--- src/rtl/control_fsm_pkg.sv ---
// rtl/control_fsm_pkg.sv - shared encodings for the RV32I multi-cycle controller
//
// Contents:
//   opcode_t          RV32I major opcodes presented by the instruction decoder
//   alu_op_t          operation class handed to ALUdecoder
//   state_t           controller state encoding (4 bits)
//   SRC_A_* / SRC_B_* / RES_*   datapath mux select encodings
//   decode_dispatch() DECODE-state successor for a given opcode
package control_fsm_pkg;

   typedef enum logic [6:0] {
      IType_load  = 7'b0000011,
      FENCE       = 7'b0001111,
      IType_logic = 7'b0010011,
      UType_auipc = 7'b0010111,
      SType       = 7'b0100011,
      RType       = 7'b0110011,
      UType_lui   = 7'b0110111,
      BType       = 7'b1100011,
      IType_jalr  = 7'b1100111,
      JType       = 7'b1101111
   } opcode_t;

   typedef enum logic [1:0] {
      ADD                = 2'b00,
      BRANCH             = 2'b01,
      REGISTER_OPERATION = 2'b10,
      UNSET              = 2'b11
   } alu_op_t;

   typedef enum logic [3:0] {
      S_FETCH    = 4'd0,
      S_DECODE   = 4'd1,
      S_MEMADR   = 4'd2,
      S_MEMREAD  = 4'd3,
      S_MEMWB    = 4'd4,
      S_MEMWRITE = 4'd5,
      S_EXECUTER = 4'd6,
      S_EXECUTEI = 4'd7,
      S_ALUWB    = 4'd8,
      S_BRANCH   = 4'd9,
      S_JAL      = 4'd10,
      S_JALR     = 4'd11,
      S_LINK     = 4'd12,
      S_UPPER    = 4'd13,
      S_HALT     = 4'd14
   } state_t;

   localparam logic [1:0] SRC_A_PC      = 2'b00;
   localparam logic [1:0] SRC_A_OLDPC   = 2'b01;
   localparam logic [1:0] SRC_A_REG     = 2'b10;
   localparam logic [1:0] SRC_A_ZERO    = 2'b11;

   localparam logic [1:0] SRC_B_REG     = 2'b00;
   localparam logic [1:0] SRC_B_IMM     = 2'b01;
   localparam logic [1:0] SRC_B_FOUR    = 2'b10;

   localparam logic [1:0] RES_ALUOUT    = 2'b00;
   localparam logic [1:0] RES_MEMDATA   = 2'b01;
   localparam logic [1:0] RES_ALURESULT = 2'b10;

   function automatic state_t decode_dispatch(input opcode_t op);
      case (op)
         IType_load, SType:      return S_MEMADR;
         RType:                  return S_EXECUTER;
         IType_logic:            return S_EXECUTEI;
         BType:                  return S_BRANCH;
         JType:                  return S_JAL;
         IType_jalr:             return S_JALR;
         UType_lui, UType_auipc: return S_UPPER;
         FENCE:                  return S_FETCH;
         default:                return S_HALT;
      endcase
   endfunction

endpackage

--- src/rtl/control_fsm.sv ---
// rtl/control_fsm.sv - multi-cycle main controller for the RV32I core
//
// Ports:
//   clk, reset       core clock; synchronous active-high reset
//   opcode           instruction opcode, sampled in DECODE
//   branch_taken     branch comparator result, used only in BRANCH
//   mem_ready        memory completes the current request this cycle
//   mem_req, mem_write, adr_src            unified memory port control
//   ir_write, pc_write, reg_write          architectural state write strobes
//   alu_src_a, alu_src_b, result_src       datapath mux selects
//   alu_op           operation class for ALUdecoder
//   illegal_instr    sticky; set while parked in HALT
module control_fsm
   import control_fsm_pkg::*;
(
   input  logic       clk,
   input  logic       reset,
   input  opcode_t    opcode,
   input  logic       branch_taken,
   input  logic       mem_ready,
   output logic       mem_req,
   output logic       mem_write,
   output logic       adr_src,
   output logic       ir_write,
   output logic       pc_write,
   output logic       reg_write,
   output logic [1:0] alu_src_a,
   output logic [1:0] alu_src_b,
   output logic [1:0] result_src,
   output alu_op_t    alu_op,
   output logic       illegal_instr
);

   state_t state_q, state_d;
   // Load/store and lui/auipc are only distinguishable at DECODE; remember
   // which one it was for MEMADR and UPPER.
   logic   is_store_q, is_store_d;
   logic   is_lui_q, is_lui_d;

   always_ff @(posedge clk) begin
      if (reset) begin
         state_q    <= S_FETCH;
         is_store_q <= 1'b0;
         is_lui_q   <= 1'b0;
      end else begin
         state_q    <= state_d;
         is_store_q <= is_store_d;
         is_lui_q   <= is_lui_d;
      end
   end

   always_comb begin
      state_d       = state_q;
      is_store_d    = is_store_q;
      is_lui_d      = is_lui_q;
      mem_req       = 1'b0;
      mem_write     = 1'b0;
      adr_src       = 1'b0;
      ir_write      = 1'b0;
      pc_write      = 1'b0;
      reg_write     = 1'b0;
      alu_src_a     = SRC_A_PC;
      alu_src_b     = SRC_B_REG;
      result_src    = RES_ALUOUT;
      alu_op        = UNSET;
      illegal_instr = 1'b0;

      // Reset forces every output quiet, which also drops an in-flight store.
      if (!reset) begin
         case (state_q)
            S_FETCH: begin
               mem_req    = 1'b1;
               alu_src_a  = SRC_A_PC;
               alu_src_b  = SRC_B_FOUR;
               alu_op     = ADD;
               result_src = RES_ALURESULT;
               ir_write   = mem_ready;
               pc_write   = mem_ready;
               if (mem_ready) state_d = S_DECODE;
            end
            S_DECODE: begin
               alu_src_a  = SRC_A_OLDPC;
               alu_src_b  = SRC_B_IMM;
               alu_op     = ADD;
               is_store_d = (opcode == SType);
               is_lui_d   = (opcode == UType_lui);
               state_d    = decode_dispatch(opcode);
            end
            S_MEMADR: begin
               alu_src_a = SRC_A_REG;
               alu_src_b = SRC_B_IMM;
               alu_op    = ADD;
               state_d   = is_store_q ? S_MEMWRITE : S_MEMREAD;
            end
            S_MEMREAD: begin
               mem_req = 1'b1;
               adr_src = 1'b1;
               if (mem_ready) state_d = S_MEMWB;
            end
            S_MEMWB: begin
               result_src = RES_MEMDATA;
               reg_write  = 1'b1;
               state_d    = S_FETCH;
            end
            S_MEMWRITE: begin
               mem_req   = 1'b1;
               mem_write = 1'b1;
               adr_src   = 1'b1;
               if (mem_ready) state_d = S_FETCH;
            end
            S_EXECUTER: begin
               alu_src_a = SRC_A_REG;
               alu_src_b = SRC_B_REG;
               alu_op    = REGISTER_OPERATION;
               state_d   = S_ALUWB;
            end
            S_EXECUTEI: begin
               alu_src_a = SRC_A_REG;
               alu_src_b = SRC_B_IMM;
               alu_op    = REGISTER_OPERATION;
               state_d   = S_ALUWB;
            end
            S_ALUWB: begin
               result_src = RES_ALUOUT;
               reg_write  = 1'b1;
               state_d    = S_FETCH;
            end
            S_BRANCH: begin
               alu_src_a  = SRC_A_REG;
               alu_src_b  = SRC_B_REG;
               alu_op     = BRANCH;
               result_src = RES_ALUOUT;
               pc_write   = branch_taken;
               state_d    = S_FETCH;
            end
            S_JAL: begin
               // Target was computed into ALUOut during DECODE.
               result_src = RES_ALUOUT;
               pc_write   = 1'b1;
               alu_src_a  = SRC_A_OLDPC;
               alu_src_b  = SRC_B_FOUR;
               alu_op     = ADD;
               state_d    = S_ALUWB;
            end
            S_JALR: begin
               alu_src_a  = SRC_A_REG;
               alu_src_b  = SRC_B_IMM;
               alu_op     = ADD;
               result_src = RES_ALURESULT;
               pc_write   = 1'b1;
               state_d    = S_LINK;
            end
            S_LINK: begin
               alu_src_a = SRC_A_OLDPC;
               alu_src_b = SRC_B_FOUR;
               alu_op    = ADD;
               state_d   = S_ALUWB;
            end
            S_UPPER: begin
               alu_src_a = is_lui_q ? SRC_A_ZERO : SRC_A_OLDPC;
               alu_src_b = SRC_B_IMM;
               alu_op    = ADD;
               state_d   = S_ALUWB;
            end
            S_HALT: begin
               illegal_instr = 1'b1;
            end
            default: begin
               state_d = S_HALT;
            end
         endcase
      end
   end

endmodule

--- config.mk ---
export PLATFORM = sky130hd
export DESIGN_NAME = control_fsm
export DESIGN_NICKNAME = d
export VERILOG_FILES = /design/src/rtl/control_fsm_pkg.sv /design/src/rtl/control_fsm.sv
export SDC_FILE = /design/constraint.sdc
export NUM_CORES = 1
export LEC_CHECK = 0
export BUFFER_PORTS_ARGS = -buffer_cell sky130_fd_sc_hd__buf_2
export CORE_UTILIZATION = 45
export CTS_CLUSTER_SIZE = 30
export DETAILED_ROUTE_END_ITERATION = 12
export PLACE_DENSITY_LB_ADDON = 0.25
export SLEW_MARGIN = 20
export SYNTH_ARGS = -nofsm -noshare
export SYNTH_HDL_FRONTEND = slang
export SYNTH_SLANG_ARGS = --single-unit
--- constraint.sdc ---
create_clock -name clk -period 1.6 [get_ports clk]
set_input_delay 0.08 -clock clk [delete_from_list [all_inputs] [get_ports clk]]
set_output_delay 0.08 -clock clk [all_outputs]
set_load 0.02 [all_outputs]
## Word level (Yosys, flattened, before mapping)

Index checks and enable logic that the tools add are counted.

- Logic and storage cells: 77
- Bits in registers: 6
- Output and inout bits: 15

- Multiplexer cells: 29
- Equality and inequality tests: 27
- Bitwise logic cells: 1
- Reductions and logical operators: 17

Operators with widths:

| kind | count |
|---|---|
| $pmux W4 S9 | 1 |
| $pmux W4 S8 | 1 |
| $eq A4 B4 Y1 const B | 7 |
| $eq A7 B6 Y1 const B | 3 |
| $eq A7 B7 Y1 const B | 3 |
| $eq A4 B3 Y1 const B | 4 |
| $reduce_or A5 Y1 | 3 |
| $eq A7 B5 Y1 const B | 2 |
| $reduce_or A2 Y1 | 7 |
| $mux W1 | 13 |
| $mux W4 | 3 |
| $pmux W2 S3 | 2 |
| $reduce_or A3 Y1 | 4 |
| $mux W2 | 5 |
| $eq A4 B2 Y1 const B | 2 |
| $pmux W2 S2 | 2 |
| $eq A7 B2 Y1 const B | 1 |
| $eq A7 B4 Y1 const B | 1 |
| $reduce_or A7 Y1 | 1 |
| $ne A2 B2 Y1 const B | 3 |
| $eq A4 B1 Y1 const B | 1 |
| $logic_not A4 Y1 | 1 |
| $reduce_and A4 Y1 | 1 |
| $mux W3 | 1 |
| 2 further kinds | 2 |

## Logic depth before layout (Yosys ltp)

Gate-level depths: netlist of run 1.

- Word-level depth: 4
- Depth in mapped cells: 6
- Gate-level depth less buffers: 4

## Worst setup path before layout of run 1

No wires, ideal clock.

- Path type: reg-to-output
- Start point: reg state_q[2]
- End point: out mem_req
- Cell stages (with the launch flop): 5
- Arrival time: 2.043 ns
- Buffers on the path: 1
- Slack: -0.523 ns
- Cells stage by stage: dfxtp_1 -> clkbuf_1 -> nor2b_1 -> nor2_1 -> a2111oi_0

- Cells in the longest elaborated chain, start to end: 4
- Elaborated cells between the ends (all ways): 6
- Classes of those cells: eq/ne (2); mux (2); reduce/logical (2)

RTL lines:

| element | line | source |
|---|---|---|
| start: declaration | control_fsm.sv:34 | `state_t state_q, state_d;` |
| start signal: assignment | control_fsm.sv:46 | `state_q <= state_d;` |
| $eq A4 B3 Y1, or another cell as far along | control_fsm.sv:70 | `case (state_q)` |
| $reduce_or A3 Y1 (no line) (*) | n/a |  |
| $mux W1 (*) | control_fsm.sv:70 |  |
| $mux W1 (*) | control_fsm.sv:69 | `if (!reset) begin` |
| end: declaration | control_fsm.sv:21 | `output logic mem_req,` |

Mark *: on every way between the ends. The rest lies on a longest branch, timed or not.

## Final worst setup path of run 1

- Start point: reg state_q[1]
- End point: out alu_src_a[0]

- Cells in the longest elaborated chain, start to end: 4
- Elaborated cells between the ends (all ways): 13
- Classes of those cells: eq/ne (9); mux (2); reduce/logical (2)

RTL lines:

| element | line | source |
|---|---|---|
| $eq A4 B4 Y1, or another cell as far along | control_fsm.sv:70 |  |
| $reduce_or A5 Y1 (no line) or $reduce_or A3 Y1 (tied branches) | n/a |  |
| $pmux W2 S3 (*) | control_fsm.sv:70 |  |
| $mux W2 (*) | control_fsm.sv:69 |  |
| end: declaration | control_fsm.sv:27 | `output logic [1:0] alu_src_a,` |

Marked as above.

==> results.py, run 1 <==
metrics = {
    "run_status": {
        "status": "complete, no violations",
    },
    "power": {
        "power.switching_mw": 0.299,
        "power.clock.fraction_pct": 19.5,
        "power.total_mw": 0.720,
        "p_per_area_mw_per_mm2": 605,
        "ir_worst_vdd_uv": 424,
        "internal_power_mw": 0.421,
        "power.share.switching_pct": 41.5,
        "p_seq_share_pct": 23.7,
        "p_leak_nw": 0.488,
        "pwr-share-comb_pct": 56.8,
    },
    "timing": {
        "max_freq_mhz": 644,
        "setup_viol": 0,
        "finalCritPeriodShare_pct": 97.1,
        "relSlewSlack_pct": 70.7,
        "rsz0062_at_grt": "true",
        "skew_ns": 0.00535,
        "min_period_ns": 1.55,
        "tightest_slew_ns": 0.439,
        "slew_violations": 0,
        "finalHoldViolCount": 0,
    },
    "finish": {
        "area_growth_syn_to_layout_pct": 39.5,
        "layout.nets": 167,
        "drive_gt1_share_pct": 40.9,
        "nFillCells": 151,
        "final_core_util_pct": 68.1,
        "regArea_sq_um": 129,
        "finalNonFillerCells": 179,
        "design_area_sq_mm": 0.00119,
        "num_antenna_cells": 0,
        "multi_input_area_sq_um": 734,
    },
    "hold_path": {
        "min_from": "opcode[2]",
        "hold_path_class": "primary input to flop",
        "hold_depth": 3,
        "min_to": "is_lui_q",
    },
    "synthesis": {
        "synth_common_cells": "a21oi_1 (14), nor2_1 (12), nand2_1 (10)",
        "ys.warnings.count": 0,
        "synth_top_area_cell": "dfxtp_1",
        "synth_seq_cells": 6,
        "syn_inst": 128,
        "synth_top_area_share_pct": 14.1,
        "syn_nets": 139,
        "yosysMostFrequentCell": "a21oi_1",
        "synth.distinct_cells": 46,
        "async_reset_ff_share_pct": 0,
        "ys_seq_area_share_pct": 14.1,
        "synth_ff_type": "dfxtp_1",
        "syn_area_per_cell_sq_um": 6.66,
        "ys_top_cells_by_area": "dfxtp_1 (14%), a21oi_1 (8.2%), nor3_1 (5.3%), nor2_1 (5.3%), nand2_1 (4.4%)",
        "synth_edf_count": 0,
        "netlist_area_sq_um": 852,
    },
    "setup_path": {
        "critPathMaxStageDelay_ns": 0.57,
        "crit_family": "simple AND/OR/NAND/NOR gates",
        "startpoint_type": "flop",
        "required_ns": 1.52,
        "path_buf_inv": 1,
        "rr_worst_depth": 4,
        "path_max_fanout": 5,
        "arrival_ns": 1.47,
        "reg2reg_from": "state_q[1]",
        "crit_path_top_delay_cell": "or4b_4",
        "crit_path_end_kind": "output pin",
        "r2r_slack_ns": 0.10,
        "worstPathCellList": "or4b_4 -> a21oi_2 -> buf_6",
        "path_class": "flop to output pin",
        "r2r_end": "is_lui_q",
    },
    "clock_tree": {
        "cts_tree": "built",
        "clkTransAtPathRegs_ns": 0.05,
        "cts.path.max_buffers": 2,
        "cts_setup_buffers": 0,
        "worstSkewPairLatency_ns": 0.25,
        "h-tree-depth": 1,
        "numClockSinks": 6,
        "hold_buffers": 0,
        "numCtsBuffers": 3,
        "cts-root-buf": "clkbuf_4",
    },
    "floorplanning": {
        "num_rows": 15,
        "start_util_pct": 48.8,
        "die_h_microns": 45.5,
        "dieArea_sq_mm": 0.00207,
        "pin_count": 26,
        "core_region_area_sq_mm": 0.00175,
        "die_w_microns": 45.5,
    },
    "detailed_routing": {
        "vias_per_cell": 5.84,
        "drt_iter0_markers": 13,
        "drc": 0,
        "drt-total-wl_microns": 2360,
        "ant_nets": 0,
        "dr_total_vias": 1045,
        "firstDrtPassIters": 4,
        "wl_per_cell_microns": 13.2,
    },
    "global_routing": {
        "first_global_vias": 899,
        "grt_pass1_wl_microns": 3840,
        "grt_antenna_before_repair": 0,
        "grt-ovfl-total": 0,
        "grt_max_degree": 27,
        "track_usage_pct": 25.1,
    },
    "place": {
        "dp.cells": 176,
        "io_buffers": 25,
        "dp_hpwl_microns": 1690,
        "routabilityCongestion": 0.827,
        "placed_area_sq_mm": 0.00107,
    },
    "job": {
        "maxCapViolCount": 0,
    },
}
-- cell type report --
class                      instances  area share [%]
tap                               25            2.63
sequential                         6            10.8
multi-input combinational        104            61.8
timing repair buffer              37            21.6
clock buffer                       3            1.89
inverter                           4            1.26
-- cells by family (layout without fill, tap and decap cells) --
group                     Yosys count  in the layout  share of synthesized area (%)
AOI/OAI and AO/OA                  40             40                           31.0
and+or+nand+nor                    60             60                           41.6
buffers and inverters              18             44                           9.25
DFF                                 6              6                           14.1
xor gates and xnor gates            4              4                           4.11
-- cell usage in the layout (no fill, tap or decap), types with 3 or more instances in the layout --
| cell | count |
|---|---|
| o21ai_0 | 5 |
| dfxtp_1 | 3 |
| buf_4 | 9 |
| buf_6 | 3 |
| inv_1 | 3 |
| nand2_1 | 10 |
| clkbuf_4 | 3 |
| a21oi_1 | 13 |
| nor3_1 | 6 |
| buf_2 | 23 |
| nor2_1 | 10 |
| nor3_2 | 3 |
| or2_2 | 3 |
| nand3_1 | 3 |
| nor2b_1 | 3 |
-- per-layer routing --
layer / vias to the layer above / GRT usage, % / wire, microns
li1: 526 / - / -
met1: 490 / 30.3 / 1040
met2: 27 / 44.9 / 1240
met4: 0 / 6.67 / 17
met5: - / 0 / 0
met3: 2 / 4.76 / 67
-- worst reg2reg max path, stage by stage (launching register included) --
cell and delay (ns):
dfxtp_4 0.35, or4b_4 0.57, nor4_4 0.21, nand4_1 0.14
a21oi_1 0.15
-- sequential cells by signal, indices dropped and copies added (netlist names) --
signal	flops
state_q	4
is_lui_q	1
is_store_q	1
-- how the worst max path moves through the flow --
| stage | startpoint | endpoint | slack, ns | depth (start not counted) |
|---|---|---|---|---|
| 6_report | state_q[1] | alu_src_a[0] | 0.05 | 3 |
| 2_1_floorplan | state_q[2] | result_src[0] | -0.03 | 5 |
| 4_1_cts | state_q[1] | alu_op[0] | 0.02 | 6 |
| 3_5_place_dp | state_q[1] | is_lui_q | 0.06 | 4 |
| 5_1_grt | state_q[1] | alu_op[0] | -0.01 | 6 |
| 3_3_place_gp | state_q[1] | state_q[2] | 0.12 | 4 |
-- power groups by stage --
stage	Clock, mW	Combinational [mW]	Sequential, mW
3_5_place_dp	0	0.372	0.170
3_3_place_gp	0	0.362	0.169
5_1_grt	0.152	0.444	0.172
6_report	0.140	0.409	0.171
2_1_floorplan	0	0.265	0.164
4_1_cts	0.141	0.385	0.169
-- what timing repair did --
item                                    CTS  global route
pin swaps                                 1             3
hold endpoints to repair                  0             0
cloned                                    0             0
gates resized for setup                  10            15
endpoints found under the setup margin    4             9
-- stage by stage --
stage	hold WS (ns)	TNS, ns	setup slack [ns]
finish	0.176	0	0.0467
global route	0.195	-0.0114	-0.0114
floorplan	0.232	-0.0499	-0.0263
global placement	0.415	0	0.120
CTS	0.176	0	0.0196
detailed placement	0.429	0	0.0611
Power figures use the tool's default switching activity.
==> run 2, diff against run 1 <==
--- a/config.mk
+++ b/config.mk
@@ -10,6 +10,7 @@
 export CTS_CLUSTER_SIZE = 30
 export DETAILED_ROUTE_END_ITERATION = 12
 export PLACE_DENSITY_LB_ADDON = 0.25
+export RECOVER_POWER = 100
 export SLEW_MARGIN = 20
 export SYNTH_ARGS = -nofsm -noshare
 export SYNTH_HDL_FRONTEND = slang
==> results.py, run 2 (same netlist as run 1, synthesis figures left out) <==
metrics = {
    "floorplanning": {
        "num_rows": 15,
        "pin_count": 26,
        "die_h_microns": 45.5,
        "die_w_microns": 45.5,
        "dieArea_sq_mm": 0.00207,
        "start_util_pct": 48.8,
        "core_region_area_sq_mm": 0.00175,
    },
    "timing": {
        "skew_ns": 0.00530,
        "min_period_ns": 1.55,
        "setup_viol": 0,
        "setup_ws_ns": 0.0462,
        "tns_ns": 0,
        "slew_violations": 0,
        "max_freq_mhz": 644,
        "tightest_slew_ns": 0.438,
        "finalHoldViolCount": 0,
        "rsz0062_at_grt": "true",
        "finalCritPeriodShare_pct": 97.1,
        "relSlewSlack_pct": 70.8,
    },
    "clock_tree": {
        "worstSkewPairLatency_ns": 0.25,
        "clkTransAtPathRegs_ns": 0.05,
        "hold_buffers": 0,
        "cts.path.max_buffers": 2,
        "cts-root-buf": "clkbuf_4",
        "numCtsBuffers": 3,
        "cts_tree": "built",
        "h-tree-depth": 1,
        "numClockSinks": 6,
    },
    "place": {
        "io_buffers": 25,
        "dp_hpwl_microns": 1690,
        "post-place-ws_ns": 0.0611,
        "routabilityCongestion": 0.827,
    },
    "setup_path": {
        "path_buf_inv": 1,
        "crit_family": "simple AND/OR/NAND/NOR gates",
        "worstPathCellList": "or4b_4 -> a21oi_2 -> buf_6",
        "arrival_ns": 1.47,
        "required_ns": 1.52,
        "path_class": "flop to output pin",
        "path_max_fanout": 5,
        "reg2reg_from": "state_q[1]",
        "startpoint_type": "flop",
        "crit_path_top_delay_cell": "or4b_4",
        "r2r_slack_ns": 0.10,
        "rr_worst_depth": 4,
        "r2r_end": "is_lui_q",
        "critPathMaxStageDelay_ns": 0.57,
        "crit_path_end_kind": "output pin",
    },
    "hold_path": {
        "min_to": "is_lui_q",
        "hold_depth": 3,
        "min_from": "opcode[2]",
        "hold_path_class": "primary input to flop",
    },
    "global_routing": {
        "first_global_vias": 899,
        "grt_antenna_before_repair": 0,
        "grt_pass1_wl_microns": 3840,
        "track_usage_pct": 25.1,
        "grt-ovfl-total": 0,
        "grt_max_degree": 27,
    },
    "detailed_routing": {
        "m1WireLength_microns": 1040,
        "top_layer": "met4",
        "vias_per_cell": 5.79,
        "drt-total-wl_microns": 2370,
        "drt_iter0_markers": 12,
        "wl_met2_microns": 1220,
        "wl_met3_microns": 92,
        "dr_total_vias": 1037,
        "firstDrtPassIters": 4,
        "wl_per_cell_microns": 13.2,
        "ant_nets": 0,
        "drc": 0,
    },
    "power": {
        "power.total_mw": 0.720,
        "power.clock.fraction_pct": 19.5,
        "ir_worst_vdd_uv": 424,
        "p_leak_nw": 0.483,
        "power.switching_mw": 0.299,
        "p_seq_share_pct": 23.7,
        "power.share.switching_pct": 41.6,
        "internal_power_mw": 0.421,
        "pwr-share-comb_pct": 56.8,
        "p_per_area_mw_per_mm2": 607,
    },
    "finish": {
        "top_register": "state_q",
        "layout.nets": 167,
        "drive_gt1_share_pct": 40.3,
        "layout_commonest_cell": "buf_2",
        "largestRegisters": "state_q x4, is_lui_q x1, is_store_q x1",
        "final_cell_mix": "buf_2 (22), a21oi_1 (13), nand2_1 (10), nor2_1 (10), buf_4 (9)",
        "area_growth_syn_to_layout_pct": 39.4,
        "num_antenna_cells": 0,
        "nFillCells": 150,
        "largest_reg_flops": 4,
    },
    "job": {
        "maxCapViolCount": 0,
    },
    "run_status": {
        "status": "complete, no violations",
    },
}
==> run 2: cell types whose count changed in the layout (fill, tap and decap cells not counted) <==
cell,delta
clkbuf_1,+1
buf_2,-1
==> run 2: metal layers <==
layer	vias up	global-route usage, %
met2	36	44.9
li1	525	-
met1	474	30.3
met3	2	4.76
met5	-	0
met4	0	6.67
==> run 2: repair_timing <==
action	4_1_cts	5_1_grt
buffers inserted	0	0
pin swaps	1	3
resized for setup	10	15
endpoints found under the setup margin	4	9
==> run 2: tightest hold or removal path, cell delays in order <==
cell	delay (ns)
buf_2	0.14
nand4_1	0.09
a21oi_1	0.06
==> run 2: metrics by stage <==
stage	instance area, sq um	instances	hold WS [ns]	util, %
floorplan	880	128	0.232	-
global placement	1070	176	0.415	61.6
detailed placement	1070	176	0.429	61.6
CTS	1130	179	0.176	64.9
global route	1190	179	0.195	68.0
finish	1190	179	0.176	68.0
==> run 2: how the worst max path moves through the flow <==
stage,startpoint,cells past startpoint,end,slack (ns)
4_1_cts,state_q[1],6,alu_op[0],0.02
5_1_grt,state_q[1],6,alu_op[0],-0.01
6_report,state_q[1],3,alu_src_a[0],0.05
2_1_floorplan,state_q[2],5,result_src[0],-0.03
3_3_place_gp,state_q[1],4,state_q[2],0.12
3_5_place_dp,state_q[1],4,is_lui_q,0.06
==> run 2: area by class of cell <==
class                   instances  area (sq um)  area share (%)
well taps                      25          31.3            2.63
inverters                       4          15.0            1.26
flip-flops and latches          6           129            10.9
multi-input cells             104           734            61.9
repair buffers                 37           255            21.5
clock buffers                   3          22.5            1.90
==> run 2: power by group through the flow <==
stage / Sequential, mW / Clock (mW) / Combinational [mW]
2_1_floorplan: 0.164 / 0 / 0.265
3_3_place_gp: 0.169 / 0 / 0.362
3_5_place_dp: 0.170 / 0 / 0.372
4_1_cts: 0.169 / 0.141 / 0.385
5_1_grt: 0.172 / 0.152 / 0.444
6_report: 0.171 / 0.140 / 0.409
